==> src/rtl/joy_db15_tx_if.sv <==
// ---------------------------------------------------------------------------
// joy_db15_tx_if
// Purpose : the three wires of the SNAC DB15 serial joystick link.
// Signals :
//   JOY_CLK   shift clock, driven by the master (joy_db15)
//   JOY_LOAD  parallel-load strobe, driven by the master
//   JOY_DATA  serial data, driven by the responder (joy_db15_tx), active-low
// Modports:
//   master  drives JOY_CLK/JOY_LOAD, samples JOY_DATA
//   slave   samples JOY_CLK/JOY_LOAD, drives JOY_DATA
// Handshake: there is no valid/ready pair on this link. The master owns all
//   timing. A rising JOY_LOAD captures a frame. Each rising JOY_CLK then
//   advances one bit. Each phase is held long enough for the responder's
//   synchronizers to see it.
// ---------------------------------------------------------------------------
interface joy_db15_tx_if;
  logic JOY_CLK;
  logic JOY_LOAD;
  logic JOY_DATA;

  modport master (output JOY_CLK, output JOY_LOAD, input JOY_DATA);
  modport slave  (input JOY_CLK, input JOY_LOAD, output JOY_DATA);
endinterface

==> src/rtl/joy_db15_tx.sv <==
// ---------------------------------------------------------------------------
// joy_db15_tx
// Purpose : responder end of the SNAC DB15 serial joystick link. It emulates
//   the adapter's parallel-in/serial-out shifter. A frame is joystick1[15:0]
//   then joystick2[15:0], sent MSB first, inverted on the wire
//   (0 = pressed).
// Optional feature: define JOY_DB15_TX_TIMEOUT_EN to build the link-lost
//   watchdog. Without it, link_lost is tied to 0.
// Ports :
//   clk, reset            system clock; synchronous active-high reset
//   joystick1, joystick2  button words, active-high, captured on load
//   joy (slave)           JOY_CLK / JOY_LOAD inputs (async), JOY_DATA output
//   frame_done            1-cycle pulse when the last bit has been shifted
//   frame_err             1-cycle pulse on a short frame or an overrun clock
//   link_lost             sticky watchdog flag
//   dbg_state             current FSM state (0 IDLE, 1 SHIFT, 2 DONE)
// Timing: a pin edge reaches JOY_DATA SYNC_STAGES+1 clk cycles later.
// ---------------------------------------------------------------------------
module joy_db15_tx #(
  parameter int   FRAME_BITS     = 32,
  parameter int   SYNC_STAGES    = 2,
  parameter logic IDLE_LEVEL     = 1'b1,
  parameter int   TIMEOUT_CYCLES = 2680000
) (
  input  logic          clk,
  input  logic          reset,
  input  logic [15:0]   joystick1,
  input  logic [15:0]   joystick2,
  joy_db15_tx_if.slave  joy,
  output logic          frame_done,
  output logic          frame_err,
  output logic          link_lost,
  output logic [1:0]    dbg_state
);

  localparam int CNT_W = $clog2(FRAME_BITS + 1);

  typedef enum logic [1:0] {
    IDLE  = 2'd0,
    SHIFT = 2'd1,
    DONE  = 2'd2
  } state_t;

  state_t                  r_state;
  logic [CNT_W-1:0]        r_count;
  logic [FRAME_BITS-1:0]   r_shreg;
  logic                    r_data;
  logic                    r_frame_done;
  logic                    r_frame_err;

  logic [SYNC_STAGES-1:0]  r_clk_sync;
  logic [SYNC_STAGES-1:0]  r_load_sync;
  logic                    r_clk_prev;
  logic                    r_load_prev;

  logic                    w_clk_lvl;
  logic                    w_load_lvl;
  logic                    w_clk_rise;
  logic                    w_load_rise;
  logic [CNT_W-1:0]        w_count_nxt;
  logic                    w_timeout;

  // Synchronizers plus one edge-detect flop per input.
  always_ff @(posedge clk) begin
    if (reset) begin
      r_clk_sync  <= '0;
      r_load_sync <= '0;
      r_clk_prev  <= 1'b0;
      r_load_prev <= 1'b0;
    end else begin
      r_clk_sync  <= {r_clk_sync[SYNC_STAGES-2:0], joy.JOY_CLK};
      r_load_sync <= {r_load_sync[SYNC_STAGES-2:0], joy.JOY_LOAD};
      r_clk_prev  <= w_clk_lvl;
      r_load_prev <= w_load_lvl;
    end
  end

  assign w_clk_lvl   = r_clk_sync[SYNC_STAGES-1];
  assign w_load_lvl  = r_load_sync[SYNC_STAGES-1];
  assign w_clk_rise  = w_clk_lvl & ~r_clk_prev;
  assign w_load_rise = w_load_lvl & ~r_load_prev;
  assign w_count_nxt = r_count + 1'b1;

`ifdef JOY_DB15_TX_TIMEOUT_EN
  localparam int WD_W = $clog2(TIMEOUT_CYCLES + 1);

  logic [WD_W-1:0] r_wd;
  logic            r_link_lost;

  // The counter saturates at TIMEOUT_CYCLES, so w_timeout fires exactly once
  // for each silent period. A load edge restarts the counter.
  assign w_timeout = (r_wd == WD_W'(TIMEOUT_CYCLES - 1)) && !w_load_rise;

  always_ff @(posedge clk) begin
    if (reset) begin
      r_wd        <= '0;
      r_link_lost <= 1'b0;
    end else if (w_load_rise) begin
      r_wd        <= '0;
      r_link_lost <= 1'b0;
    end else begin
      if (r_wd != WD_W'(TIMEOUT_CYCLES))
        r_wd <= r_wd + 1'b1;
      if (w_timeout)
        r_link_lost <= 1'b1;
    end
  end

  assign link_lost = r_link_lost;
`else
  logic w_unused_timeout;
  assign w_unused_timeout = (TIMEOUT_CYCLES > 0);
  assign w_timeout        = 1'b0;
  assign link_lost        = 1'b0;
`endif

  // Main FSM. The priority is: load edge, then watchdog, then clock edge.
  // A clock edge is dropped while the synchronized load is high. This also
  // covers a load edge and a clock edge in the same cycle.
  always_ff @(posedge clk) begin
    if (reset) begin
      r_state      <= IDLE;
      r_count      <= '0;
      r_shreg      <= '1;
      r_data       <= IDLE_LEVEL;
      r_frame_done <= 1'b0;
      r_frame_err  <= 1'b0;
    end else begin
      r_frame_done <= 1'b0;
      r_frame_err  <= 1'b0;
      if (w_load_rise) begin
        // A load with bits already shifted means the previous frame was cut short.
        if (r_state == SHIFT && r_count != '0)
          r_frame_err <= 1'b1;
        r_shreg <= ~{joystick1, joystick2};
        r_data  <= ~joystick1[15];
        r_count <= '0;
        r_state <= SHIFT;
      end else if (w_timeout) begin
        r_state <= IDLE;
        r_data  <= IDLE_LEVEL;
      end else if (w_clk_rise && !w_load_lvl) begin
        case (r_state)
          SHIFT: begin
            r_shreg <= {r_shreg[FRAME_BITS-2:0], 1'b1};
            r_count <= w_count_nxt;
            if (w_count_nxt == CNT_W'(FRAME_BITS)) begin
              r_state      <= DONE;
              r_data       <= IDLE_LEVEL;
              r_frame_done <= 1'b1;
            end else begin
              // The new MSB after this shift.
              r_data <= r_shreg[FRAME_BITS-2];
            end
          end
          DONE: begin
            // A clock edge after the frame is complete is an overrun.
            r_frame_err <= 1'b1;
            r_data      <= IDLE_LEVEL;
          end
          default: begin
          end
        endcase
      end
    end
  end

  assign joy.JOY_DATA = r_data;
  assign frame_done   = r_frame_done;
  assign frame_err    = r_frame_err;
  assign dbg_state    = r_state;

endmodule

==> src/flat_wrapper.sv <==
// flat-port wrapper written by rule: the top's interface ports become plain ports
module joy_db15_tx_flat 
#(
  parameter int   FRAME_BITS     = 32,
  parameter int   SYNC_STAGES    = 2,
  parameter logic IDLE_LEVEL     = 1'b1,
  parameter int   TIMEOUT_CYCLES = 2680000
)
  (clk, reset, joystick1, joystick2, frame_done, frame_err, link_lost, dbg_state, joy_JOY_CLK, joy_JOY_LOAD, joy_JOY_DATA);
  joy_db15_tx_if joy_i ();
  input  logic clk;
  input  logic reset;
  input  logic [15:0] joystick1;
  input  logic [15:0] joystick2;
  output logic frame_done;
  output logic frame_err;
  output logic link_lost;
  output logic [1:0] dbg_state;
  input wire logic [$bits(joy_i.JOY_CLK)-1:0] joy_JOY_CLK;
  input wire logic [$bits(joy_i.JOY_LOAD)-1:0] joy_JOY_LOAD;
  output wire logic [$bits(joy_i.JOY_DATA)-1:0] joy_JOY_DATA;
  assign joy_i.JOY_CLK = joy_JOY_CLK;
  assign joy_i.JOY_LOAD = joy_JOY_LOAD;
  assign joy_JOY_DATA = joy_i.JOY_DATA;
  joy_db15_tx #(.FRAME_BITS(FRAME_BITS), .SYNC_STAGES(SYNC_STAGES), .IDLE_LEVEL(IDLE_LEVEL), .TIMEOUT_CYCLES(TIMEOUT_CYCLES)) u_core (.clk(clk), .reset(reset), .joystick1(joystick1), .joystick2(joystick2), .joy(joy_i), .frame_done(frame_done), .frame_err(frame_err), .link_lost(link_lost), .dbg_state(dbg_state));
endmodule
==> config.mk <==
export PLATFORM = sky130hd
export DESIGN_NAME = joy_db15_tx_flat
export DESIGN_NICKNAME = d
export VERILOG_FILES = /design/src/rtl/joy_db15_tx_if.sv /design/src/rtl/joy_db15_tx.sv /design/src/flat_wrapper.sv
export SDC_FILE = /design/constraint.sdc
export NUM_CORES = 1
export LEC_CHECK = 0
export BUFFER_PORTS_ARGS = -buffer_cell sky130_fd_sc_hd__buf_2
export CAP_MARGIN = 20
export CORE_MARGIN = 3
export CORE_UTILIZATION = 53
export CTS_CLUSTER_DIAMETER = 80
export DETAILED_ROUTE_END_ITERATION = 16
export GPL_TIMING_DRIVEN = 0
export HOLD_SLACK_MARGIN = 0.06
export PLACE_DENSITY_LB_ADDON = 0.1
export SETUP_SLACK_MARGIN = 0.15
export SLEW_MARGIN = 20
export SYNTH_ARGS = -nofsm -noshare
export SYNTH_HDL_FRONTEND = slang
export SYNTH_SLANG_ARGS = --single-unit
==> constraint.sdc <==
create_clock -name clk -period 1.8 [get_ports clk]
set_input_delay 0.09 -clock clk [delete_from_list [all_inputs] [get_ports clk]]
set_output_delay 0.09 -clock clk [all_outputs]
set_load 0.02 [all_outputs]
==> flow_metrics.py, run 1 <==
metrics = {
    "pwr": {
        "power.static_leakage_nw": 1.18,
        "power.density_mw_per_mm2": 781,
        "vdd_drop_max_v": 0.000618,
    },
    "yosys": {
        "syn_area_sq_mm": 0.00196,
        "synth_nets": 260,
        "ys_async_sr_fraction_pct": 0,
        "yosys.area.top_type": "dfxtp_1",
        "seq_area_frac_synth_pct": 49.0,
        "synthTopCellsByArea": "dfxtp_1 49%, nand2_1 14%, a32oi_1 13%, ha_1 2.6%, nor2b_1 2.2%",
        "ys_ff_latch": 48,
        "ys_warn_count": 0,
        "synth_top_area_share_pct": 49.0,
        "syn_inst": 220,
        "synth_ff_type": "dfxtp_1",
        "post_synth_num_cell_types": 36,
        "synth_edf_count": 0,
        "avgSynthCellArea_sq_um": 8.91,
    },
    "clocking": {
        "cts-root-buf": "clkbuf_8",
        "clk_latency_ns": 0.31,
        "cts_tree": "done",
        "cts.sinks": 48,
        "htree_levels": 2,
        "cts_buffers": 5,
        "clkTransAtPathRegs_ns": 0.09,
        "cts_setup_buffers": 0,
        "cts_buffer_depth": 2,
    },
    "run": {
        "maxCapViolations": 0,
    },
    "outcome": {
        "status": "complete, no violations",
    },
    "floorplanning": {
        "die_w_um": 66.8,
        "start_util_pct": 57.0,
        "dieArea_sq_mm": 0.00446,
        "std_cell_rows": 21,
        "io_pins": 42,
        "die-height_um": 66.8,
        "core-area_sq_mm": 0.00344,
    },
    "critical_path": {
        "rr_startpoint": "u_core.dbg_state[1]",
        "slowest_stage": "dfxtp_2",
        "reg2reg_depth": 7,
        "startpoint_type": "flop",
        "worst-path-buf-inv": 3,
        "r2r_slack_ns": 0.26,
        "crit_fanout": 10,
        "critPathKind": "reg2reg",
        "reg2reg_to": "u_core.r_shreg[10]",
        "cp_cell_sequence": "inv_1, ha_1, and4bb_2, buf_4, clkbuf_4, nand2_1, a32oi_1",
        "required_ns": 2.03,
        "cp-end-kind": "flop",
        "slowest_delay_ns": 0.34,
        "crit_arrival_ns": 1.77,
        "cp_top_family": "buffers and inverters",
    },
    "layout": {
        "layout.cells.non_filler": 347,
        "nNetsFinal": 340,
        "syn2layout_area_growth_pct": 36.1,
        "regArea_sq_um": 962,
        "diodes": 0,
        "drive_gt1_share_pct": 21.6,
        "stdcell_area_sq_mm": 0.00267,
        "multiInputGateArea_sq_um": 887,
        "nFillCells": 245,
    },
    "grt": {
        "overflow": 0,
        "grt_use_total_pct": 21.4,
        "grt_pass1_vias": 1778,
        "grt_pass1_wl_um": 7360,
        "grt_max_degree": 16,
        "antenna_found_initial": 0,
    },
    "detailed_routing": {
        "drt-pass1-iter-count": 4,
        "vias_per_cell": 5.27,
        "wl_per_cell_um": 12.6,
        "drc_errors": 0,
        "routed_wl_um": 4370,
        "ant_nets": 0,
        "drt_iter0_markers": 142,
        "vias": 1828,
    },
    "placement": {
        "placed_area_sq_mm": 0.00222,
        "dpl.hpwl_um": 2750,
        "placed_cells": 306,
        "io_buffers": 40,
        "gp_congestion": 0.763,
    },
    "sta": {
        "post-route-period-util_pct": 85.7,
        "clock_skew_ns": 0.00933,
        "finalSetupTns_ns": 0,
        "setup_viol": 0,
        "drv_slew": 0,
        "timing.fmax_mhz": 648,
        "hold_violations": 0,
        "rsz0062_at_grt": "no",
        "period_needed_ns": 1.54,
    },
    "hold_path": {
        "holdCritStartpoint": "reset",
        "worstHoldPathCells": 3,
        "holdCritPathClass": "in2reg",
        "holdPathEnd": "u_core.r_shreg[28]",
    },
}
worst min-delay path: stages:
cell,delay (ns)
buf_2,0.12
nor2_1,0.09
a32oi_1,0.16
where the power goes:
group | internal (mW) | switching, mW | total (mW)
clock | 0.411 | 0.357 | 0.768
combinational | 0.116 | 0.0835 | 0.199
sequential | 1.10 | 0.0198 | 1.12
total | 1.63 | 0.460 | 2.09
placed cells by master, fill, tap and decap left out, types with 2 or more instances in the layout:
| cell | n |
|---|---|
| buf_2 | 43 |
| a21oi_1 | 3 |
| a32oi_1 | 30 |
| ha_1 | 4 |
| clkbuf_8 | 5 |
| nor2b_1 | 7 |
| dlygate4sd3_1 | 33 |
| a31oi_1 | 2 |
| clkbuf_1 | 4 |
| dfxtp_1 | 47 |
| clkbuf_4 | 3 |
| nor2_1 | 7 |
| inv_1 | 5 |
| buf_4 | 5 |
| xor2_1 | 2 |
| nor3_1 | 4 |
| nand2_1 | 71 |
layer usage:
metal	track usage [%]	share of wire (%)	vias to the layer above
met1	25.9	47	853
met3	5.56	4.2	6
li1	-	-	933
met2	37.5	48	36
met5	0	0	-
met4	5.58	0.89	0
kinds of logic after synthesis:
kind of cell | count (synthesis) | share of synthesized area [%]
AOI/OAI and AO/OA | 40 | 16.7
DFF | 48 | 49.0
and+or+nand+nor | 101 | 23.2
buffers and inverters | 21 | 5.74
adders and majority gates | 4 | 2.55
muxes | 2 | 1.28
other | 1 | 0.191
xor gates and xnor gates | 3 | 1.34
final cells by class:
class	instances	area share [%]
buffer	16	3.80
inverter	5	0.703
clock buffer	5	2.58
sequential	48	36.1
clock inverter	3	1.59
multi-input combinational	151	33.2
timing repair buffer	73	19.9
tap	46	2.16
state kept, by name (all words and copies together), names as in the netlist:
register,cells
u_core.frame_done,1
u_core.r_clk_sync,2
u_core.r_count,6
u_core.r_load_prev,1
u_core.r_shreg,31
u_core.dbg_state,2
u_core.joy.JOY_DATA,1
u_core.r_clk_prev,1
u_core.r_load_sync,2
u_core.frame_err,1
cells in the mapped netlist (all sizes together) (2+ instances only):
| master | instances |
|---|---|
| buf | 12 |
| nor2 | 7 |
| a21oi | 3 |
| clkbuf | 4 |
| nand2 | 71 |
| a32oi | 30 |
| nor2b | 7 |
| xor2 | 2 |
| inv | 5 |
| a31oi | 2 |
| ha | 4 |
| nor3 | 4 |
| nand3 | 2 |
| dfxtp | 48 |
worst max path at each step:
| stage | startpoint | end | cells past startpoint |
|---|---|---|---|
| 4_1_cts | u_core.dbg_state[1] | u_core.r_shreg[13] | 7 |
| 3_5_place_dp | u_core.dbg_state[1] | u_core.r_shreg[0] | 7 |
| 5_1_grt | u_core.dbg_state[1] | u_core.r_shreg[10] | 7 |
| 2_1_floorplan | u_core.dbg_state[1] | u_core.r_shreg[0] | 7 |
| 3_3_place_gp | u_core.dbg_state[1] | u_core.r_shreg[0] | 7 |
| 6_report | u_core.dbg_state[1] | u_core.r_shreg[10] | 7 |
stage by stage:
step | hold slack [ns] | power, mW | utilization, % | worst slack [ns]
4_1_cts | 0.190 | 2.10 | 77.3 | 0.235
3_5_place_dp | 0.265 | 1.28 | 64.4 | 0.260
6_report | 0.201 | 2.09 | 77.5 | 0.258
5_1_grt | 0.239 | 2.17 | 77.5 | 0.151
3_3_place_gp | 0.263 | 1.28 | 64.4 | 0.259
2_1_floorplan | 0.179 | 1.22 | - | 0.225
what timing repair did:
| action | CTS | global route |
|---|---|---|
| hold buffers | 33 | 0 |
| endpoints found under the hold margin | 33 | 0 |
| resized for setup | 0 | 4 |
| endpoints found under the setup margin | 0 | 21 |
(Power assumes the default switching activity.)
==> run 2, diff against run 1 <==
--- a/config.mk
+++ b/config.mk
@@ -13,6 +13,7 @@
 export DETAILED_ROUTE_END_ITERATION = 16
 export GPL_TIMING_DRIVEN = 0
 export HOLD_SLACK_MARGIN = 0.06
+export MAX_ROUTING_LAYER = met4
 export PLACE_DENSITY_LB_ADDON = 0.1
 export SETUP_SLACK_MARGIN = 0.15
 export SLEW_MARGIN = 20
==> run 2 against run 1 <==
  * Fmax barely moved
  * Register-to-register slack barely moved
  * Final area did not move
  * Non-clock buffer count did not move
  * Sequential share of layout area did not move
  * Die area did not move
  * Utilization did not move
  * Via count rose by 0.66%
==> flow_metrics.py, run 2 (synthesized netlist as in run 1, its figures left out) <==
metrics = {
    "sta": {
        "timing.fmax_mhz": 649,
        "finalSetupTns_ns": 0,
        "period_needed_ns": 1.54,
        "drv_slew": 0,
        "holdWs_ns": 0.198,
        "setup_viol": 0,
        "rsz0062_at_grt": "no",
        "clock_skew_ns": 0.0139,
        "post-route-period-util_pct": 85.7,
        "hold_violations": 0,
        "fin_ws_ns": 0.258,
    },
    "grt": {
        "grt_use_total_pct": 22.0,
        "grt_pass1_vias": 1778,
        "grt_max_degree": 16,
        "grt_pass1_wl_um": 7360,
        "overflow": 0,
        "antenna_found_initial": 0,
    },
    "layout": {
        "largest_reg_flops": 31,
        "post-route-util_pct": 77.5,
        "nFillCells": 245,
        "syn2layout_area_growth_pct": 36.1,
        "layout_common_cells": "71 x nand2_1, 47 x dfxtp_1, 43 x buf_2",
        "regArea_sq_um": 962,
        "nNetsFinal": 340,
        "drive_gt1_share_pct": 21.6,
        "multiInputGateArea_sq_um": 887,
        "diodes": 0,
        "final_common_cell": "nand2_1",
        "regMostFlops": "u_core.r_shreg",
        "largestRegisters": "u_core.r_shreg x31, u_core.r_count x6",
    },
    "critical_path": {
        "crit_fanout": 10,
        "worst-path-buf-inv": 3,
        "crit_arrival_ns": 1.77,
        "required_ns": 2.03,
        "slowest_stage": "dfxtp_2",
        "startpoint_type": "flop",
        "cp_cell_sequence": "inv_1, ha_1, and4bb_2, buf_4, clkbuf_4, nand2_1, a32oi_1",
        "slowest_delay_ns": 0.34,
        "cp-end-kind": "flop",
        "cp_top_family": "buffers and inverters",
        "critPathKind": "reg2reg",
    },
    "detailed_routing": {
        "drt_iter0_markers": 140,
        "drc_errors": 0,
        "vias": 1840,
        "ant_nets": 0,
        "wl_per_cell_um": 12.6,
        "drt-pass1-iter-count": 4,
        "routed_wl_um": 4360,
        "vias_per_cell": 5.30,
    },
    "clocking": {
        "clkTransAtPathRegs_ns": 0.10,
        "cts_setup_buffers": 0,
        "cts_buffer_depth": 2,
        "cts_tree": "done",
        "cts_buffers": 5,
        "clk_latency_ns": 0.31,
        "htree_levels": 2,
        "cts.sinks": 48,
        "cts-root-buf": "clkbuf_8",
    },
    "pwr": {
        "vdd_drop_max_v": 0.000619,
        "power.switching_mw": 0.463,
        "comb_power_share_pct": 9.5,
        "sw_frac_of_total_pct": 22.2,
        "pwr-share-seq_pct": 53.5,
        "power.density_mw_per_mm2": 783,
        "p_int_mw": 1.63,
        "p_clk_share_pct": 36.9,
        "power_mw": 2.09,
        "power.static_leakage_nw": 1.18,
    },
    "floorplanning": {
        "io_pins": 42,
        "std_cell_rows": 21,
        "die_w_um": 66.8,
        "die-height_um": 66.8,
        "start_util_pct": 57.0,
        "core-area_sq_mm": 0.00344,
        "dieArea_sq_mm": 0.00446,
    },
    "hold_path": {
        "holdCritPathClass": "in2reg",
    },
    "placement": {
        "dpl.hpwl_um": 2750,
        "pre_cts_ws_ns": 0.260,
        "io_buffers": 40,
        "gp_congestion": 0.773,
    },
    "outcome": {
        "status": "complete, no violations",
    },
    "run": {
        "maxCapViolations": 0,
    },
}
-- run 2: cell counts in the layout (fill, tap and decap cells not counted) --
No cell type changed its count.
-- run 2: through the flow --
stage               instance area, sq um  cells
global route                        2670    347
CTS                                 2660    347
global placement                    2220    306
finish                              2670    347
detailed placement                  2220    306
floorplan                           1960    220
-- run 2: cell type report --
type                            instances  area share [%]
Tap cell                               46            2.16
Multi-Input combinational cell        151            33.2
Clock inverter                          3            1.59
Clock buffer                            5            2.58
Buffer                                 16            3.80
Sequential cell                        48            36.1
Inverter                                5           0.703
Timing Repair Buffer                   73            19.9
-- run 2: worst register-to-register path, cell delays in order (launching register included) --
cell and delay, ns:
dfxtp_2 0.34, inv_1 0.06, ha_1 0.19, and4bb_2 0.23, buf_4 0.16, clkbuf_4 0.21, nand2_1 0.08, a32oi_1 0.21
-- run 2: power groups by stage --
stage	clock [mW]	combinational (mW)	sequential, mW
after floorplan	0	0.0803	1.14
final	0.771	0.199	1.12
after CTS	0.788	0.196	1.12
after global routing	0.830	0.220	1.12
after global placement	0	0.140	1.14
after detailed placement	0	0.142	1.14
-- run 2: routing by layer --
metal	routed length, um	up-vias	global-route usage, %
met4	42	0	5.58
met3	188	6	5.56
met2	2080	41	37.5
li1	-	935	-
met1	2060	858	25.9
met5	0	-	-
-- run 2: path summary, 6_finish.rpt --
| path | slack [ns] | end | depth (start not counted) | from |
|---|---|---|---|---|
| setup reg to reg | 0.26 | u_core.r_shreg[10] | 7 | u_core.dbg_state[1] |
| setup / recovery | 0.26 | u_core.r_shreg[10] | 7 | u_core.dbg_state[1] |
| hold / removal | 0.20 | u_core.r_shreg[28] | 3 | reset |
| hold reg to reg | 0.44 | u_core.r_clk_sync[1] | 1 | u_core.r_clk_sync[0] |
-- run 2: what timing repair did --
action                                  CTS  global route
hold buffers                             33             0
endpoints found under the hold margin    33             0
endpoints found under the setup margin    0            21
resized for setup                         0             4
